## src/rtl/iob_gray_sync_decoder.sv

```systemverilog
// Receive side of a gray-coded counter crossing: synchronizes the gray value, decodes it
// to binary, and reports legal +1 steps versus any other change.
`timescale 1ns/1ps

module iob_gray_sync_decoder #(
    parameter int W           = 4,
    parameter int SYNC_STAGES = 2
) (
    input  logic         clk_i,
    input  logic         cke_i,
    input  logic         arst_i,
    input  logic         rst_i,
    input  logic         en_i,
    input  logic [W-1:0] gray_i,
    input  logic         err_clr_i,
    output logic [W-1:0] gray_o,
    output logic [W-1:0] data_o,
    output logic         step_o,
    output logic         err_o
);

    logic [SYNC_STAGES-1:0][W-1:0] sync_q, sync_d;
    logic [W-1:0]                  data_q, data_d;
    logic                          step_q, step_d;
    logic                          err_q, err_d;

    logic [W-1:0] bin;
    logic         chg;
    logic         inc;

    function automatic logic [W-1:0] gray2bin(input logic [W-1:0] g);
        logic [W-1:0] b;
        b[W-1] = g[W-1];
        for (int i = W - 2; i >= 0; i--) begin
            b[i] = b[i+1] ^ g[i];
        end
        return b;
    endfunction

    always_comb begin
        bin = gray2bin(sync_q[SYNC_STAGES-1]);
        chg = (bin != data_q);
        inc = (bin == W'(data_q + W'(1)));
    end

    // Clear wins over capture; an error detected this cycle wins over err_clr_i.
    always_comb begin
        sync_d = sync_q;
        data_d = data_q;
        step_d = step_q;
        err_d  = err_q;
        if (cke_i) begin
            if (rst_i) begin
                sync_d = '0;
                data_d = '0;
                step_d = 1'b0;
                err_d  = 1'b0;
            end else begin
                sync_d = {sync_q[SYNC_STAGES-2:0], gray_i};
                step_d = en_i && chg && inc;
                if (en_i) begin
                    data_d = bin;
                end
                err_d = (en_i && chg && !inc) || (err_q && !err_clr_i);
            end
        end
    end

    always_ff @(posedge clk_i or posedge arst_i) begin
        if (arst_i) begin
            sync_q <= '0;
            data_q <= '0;
            step_q <= 1'b0;
            err_q  <= 1'b0;
        end else begin
            sync_q <= sync_d;
            data_q <= data_d;
            step_q <= step_d;
            err_q  <= err_d;
        end
    end

    assign gray_o = sync_q[SYNC_STAGES-1];
    assign data_o = data_q;
    assign step_o = step_q;
    assign err_o  = err_q;

endmodule

```

## config.mk

```make
export PLATFORM = sky130hd
export DESIGN_NAME = iob_gray_sync_decoder
export DESIGN_NICKNAME = d
export VERILOG_FILES = /design/src/rtl/iob_gray_sync_decoder.sv
export SDC_FILE = /design/constraint.sdc
export NUM_CORES = 1
export LEC_CHECK = 0
export BUFFER_PORTS_ARGS = -buffer_cell sky130_fd_sc_hd__buf_2
export CAP_MARGIN = 20
export CORE_MARGIN = 2
export CORE_UTILIZATION = 46
export DETAILED_ROUTE_END_ITERATION = 10
export GPL_TIMING_DRIVEN = 0
export PLACE_DENSITY = 0.84
export SLEW_MARGIN = 25
export SYNTH_ARGS = -nofsm -noshare
export SYNTH_HDL_FRONTEND = slang
export SYNTH_SLANG_ARGS = --single-unit
```

## constraint.sdc

```tcl
create_clock -name clk_i -period 2.03 [get_ports clk_i]
set_clock_uncertainty 0.05 [all_clocks]
set_input_delay 0.406 -clock clk_i [delete_from_list [all_inputs] [get_ports clk_i]]
set_output_delay 0.406 -clock clk_i [all_outputs]
set_load 0.02 [all_outputs]
```

==> Word-level counts from Yosys, hierarchy flattened <==
Cells that the tools add are included.
{ "totals": {"register_bits": 14, "latch_bits": 0, "ram_bits": 0, "mem_bits_ro": 0, "input_bits": 10, "out_inout_bits": 10, "word_cells": 25, "n_memories": 0} }
{ "classes": {"addsub": 1, "n_mul": 0, "n_div": 0, "order_cmp": 0, "eq_ne": 2, "shifts": 0, "muxes": 5, "n_bitwise": 3, "reduce_logical": 9} }
{ "ops": {"columns": ["op", "count"], "rows": [
  ["$mux 4", 2],
  ["$mux 8", 1],
  ["$add 4x1->4 const B", 1],
  ["$eq 4x4->1", 1],
  ["$logic_and 1x1->1", 4],
  ["$ne 4x4->1", 1],
  ["$xor 1x1->1", 3],
  ["$logic_not 1->1", 2],
  ["$mux 1", 2],
  ["$reduce_and 2->1", 1],
  ["$reduce_bool 2->1", 1],
  ["$logic_or 1x1->1", 1]
]} }

==> Longest topological paths before layout <==
{ "depth": {"word_depth": 8, "mapped_depth": 5} }

==> Worst setup path before layout <==
No wires, ideal clock.
{ "synth_path": {"path_type": "register to register", "startpoint": "register sync_q, in the netlist gray_o[3]", "endpoint": "register step_q, in the netlist step_o", "arrival_time_ns": 1.742, "required_time_ns": 1.876, "setup_slack_ns": 0.134, "path_stages_with_launch": 5, "n_path_buf": 0, "period_less_slack_ns": 1.896, "path_cell_list": "dfrtp_1 xor3_2 or3_1 and2_4 o41ai_2"} }
{ "synth_between": {"elab_chain_cells": 7, "elab_cells_between_ends": 8} }
{ "synth_lines": {"columns": ["item", "line", "rtl"], "rows": [
  ["start: declaration", "22", "logic [SYNC_STAGES-1:0][W-1:0] sync_q, sync_d;"],
  ["start signal: assignment", "76", "sync_q <= sync_d;"],
  ["$xor 1x1->1 (3 in a row)", "35", "b[i] = b[i+1] ^ g[i];"],
  ["$ne 4x4->1", "42", "chg = (bin != data_q);"],
  ["$logic_and 1x1->1", "60", "step_d = en_i && chg && inc;"],
  ["$logic_and 1x1->1 *", "60", null],
  ["$mux 1 *", "53", "if (rst_i) begin"],
  ["end signal: assignment", "78", "step_q <= step_d;"],
  ["end: declaration", "24", "logic step_q, step_d;"]
]} }
Mark *: on every way between the ends. The rest lies on a longest branch, timed or not.
A chain may end at the register's enable or synchronous reset.

==> Worst setup path after layout <==
Same ends and word-level chain as after synthesis.

==> impl_metrics.toml <==
[clocking]
cts_tree = "yes"
clock_path_buffers = 2
cts_root_buffer = "clkbuf_4"
cts_buffers = 3
cts.clk_slew.worst_paths_ns = 0.08
clk_latency_ns = 0.28
clkSinkCount = 14
cts_hold_buffers = 0
htreeDepth = 1

[floorplanning]
die_y_um = 45.8
start_util_pct = 47.6
ios = 20
die_area_um2 = 2100
dieWidth_um = 45.8
placementRows = 15
core_area_um2 = 1690

[detailed_routing]
drt_wl_total_mm = 1.60
wire_per_inst_um = 12.9
num_vias = 651
drc = 0
ant_nets = 0
first_pass_iters = 4
post_drt_via_cell_ratio = 5.25
drtIter0Drc = 7

[worst_setup_path]
timing.rr.end = "step_o"
worstSetupStartpointType = "flip-flop"
r2r-start = "gray_o[3]"
slowest_delay_ns = 0.50
crit_chain = "xor3_2, or3_1, and2_4, o41ai_2"
rr_worst_depth = 4
arrival_ns = 2.08
crit_slowest_cell = "xor3_2"
endpoint_kind = "flip-flop"
rrSetupSlack_ns = 0.08
worstSetupPathType = "flip-flop to flip-flop"
required_ns = 2.16
cp_max_fo = 5

[global_route]
grt_pass1_wl_mm = 2.64
grt_util_all_layers_pct = 18.0
grt_max_degree = 15
grt_overflow = 0
antenna_found_initial = 0
grt_pass1_vias = 634

[yosys]
ys_seq_area_share_pct = 43.5
yosys-top-cells-area = "dfrtp_1 44%, xnor2_1 7.6%, nand2_1 5.1%, inv_1 4.7%, o21ai_1 4.4%"
yosysMostFrequentCell = "dfrtp_1"
synth_edf_count = 0
postSynthAreaPerCell_um2 = 9.69
synth_top_area_share_pct = 43.5
synth_async_sr_flop_share_pct = 100
synth_area_leader_cell = "dfrtp_1"
synth_common_cells = "14 x dfrtp_1, 11 x nand2_1, 10 x inv_1"
yosys_warnings = 0
syn_area_um2 = 805
synth.distinct_cells = 28
synth_nets = 94
synth_flop_cell = "dfrtp_1"
synth_cells = 83
yosys_register_bits = 14

[layout]
regArea_um2 = 353
fillers = 151
layout.nets = 119
final_cells = 124
area_growth_pct = 20.5
drive_gt1_share_pct = 32.7
final_area_um2 = 970
multi_input_area_um2 = 375
diodes = 0

[timing]
finalCriticalPeriod_ns = 1.95
hold_viol_final = 0
drv_slew = 0
finalCritPeriodShare_pct = 96.2
finalSetupViolCount = 0
max_freq_mhz = 512
tightestPinTransition_ns = 0.520
slew_headroom_pct = 65.3
setup_slack_ns = 0.0762

[outcome]
outcome = "finished, final reports clean"

[place]
finalWeightedCongestion = 0.869
place_area_um2 = 916
pre_cts_slack_ns = -0.0506
dp_hpwl_mm = 1.22
port_buffers = 18
dpl.cell_count = 118

[flow_run]
cap_violations = 0

[min_path]
hold_class = "primary input to asynchronous set/reset pin"

[pwr]
ir_drop_mv = 0.357
p_leak_uw = 0.000500
p_per_area_nw_per_um2 = 754
-- worst max path at each step --
stage	startpoint	endpoint	slack, ns	depth (start not counted)
after floorplan	gray_o[3]	step_o	0.13	4
after global placement	gray_o[3]	step_o	0.02	4
after detailed placement	gray_o[3]	step_o	-0.05	4
after CTS	gray_o[3]	step_o	0.01	4
after global routing	gray_o[3]	step_o	-0.005	4
final	gray_o[3]	step_o	0.08	4
-- critical path, delay by kind of cell (launching register included) --
kind | cells | cell delay [ns]
simple gates | 2 | 0.56
flops | 1 | 0.41
compound gates | 1 | 0.34
xor+xnor | 1 | 0.50
-- metal layers --
metal | vias up | wire (um) | GRT usage (%)
met1 | 305 | 691 | 21.9
met4 | 0 | 44 | 13.1
met3 | 5 | 47 | 1.19
met5 | - | 0 | 0
met2 | 17 | 819 | 29.9
li1 | 324 | - | -
-- flip-flops by register name (all words and copies together) (netlist names) --
name and cells:
data_o 4, err_o 1, gray_o 4, step_o 1, sync_q 4
-- placed cells by master, fill, tap and decap left out, types with 2 or more instances in the layout --
| master | netlist | layout |
|---|---|---|
| buf_2 | 0 | 18 |
| buf_4 | 4 | 6 |
| clkbuf_1 | 3 | 3 |
| clkbuf_4 | 0 | 3 |
| dfrtp_1 | 14 | 12 |
| dfrtp_2 | 0 | 2 |
| inv_1 | 10 | 10 |
| nand2_1 | 11 | 11 |
| nand3_1 | 2 | 2 |
| nor2_1 | 2 | 2 |
| o21ai_1 | 7 | 7 |
| o22ai_1 | 4 | 4 |
| xnor2_1 | 7 | 7 |
| xor2_1 | 2 | 2 |
-- area by class of cell --
class | instances | share of cell area [%]
buffer | 7 | 4.26
clock buffer | 4 | 3.74
inverter | 10 | 3.87
multi-input combinational | 52 | 38.7
sequential | 14 | 36.4
tap | 17 | 2.19
timing repair buffer | 20 | 10.8
-- cell families after synthesis --
group / share of synthesized area [%]
muxes: 1.24
and+or+nand+nor: 11.7
buffers and inverters: 9.80
xor gates and xnor gates: 15.7
AOI/OAI and AO/OA: 16.5
adders and majority gates: 1.55
DFF: 43.5
-- metrics by stage --
stage	setup TNS, ns	total power (uW)	hold WS, ns	util (%)
final	0	731	0.0913	57.4
after global routing	-0.00508	772	0.134	57.4
after CTS	0	730	0.110	56.4
after global placement	0	523	0.414	54.2
after floorplan	0	478	0.245	-
after detailed placement	-0.0506	533	0.415	54.2
-- repair_timing --
item	4_1_cts	5_1_grt
setup buffers	0	2
endpoints found under the setup margin	1	1
resized for setup	1	1
-- power breakdown --
group / switching, uW / total (uW) / internal (uW)
registers: 25.1 / 328 / 303
clock network: 90.2 / 199 / 109
logic: 106 / 203 / 96.7
Power figures use the tool's default switching activity.
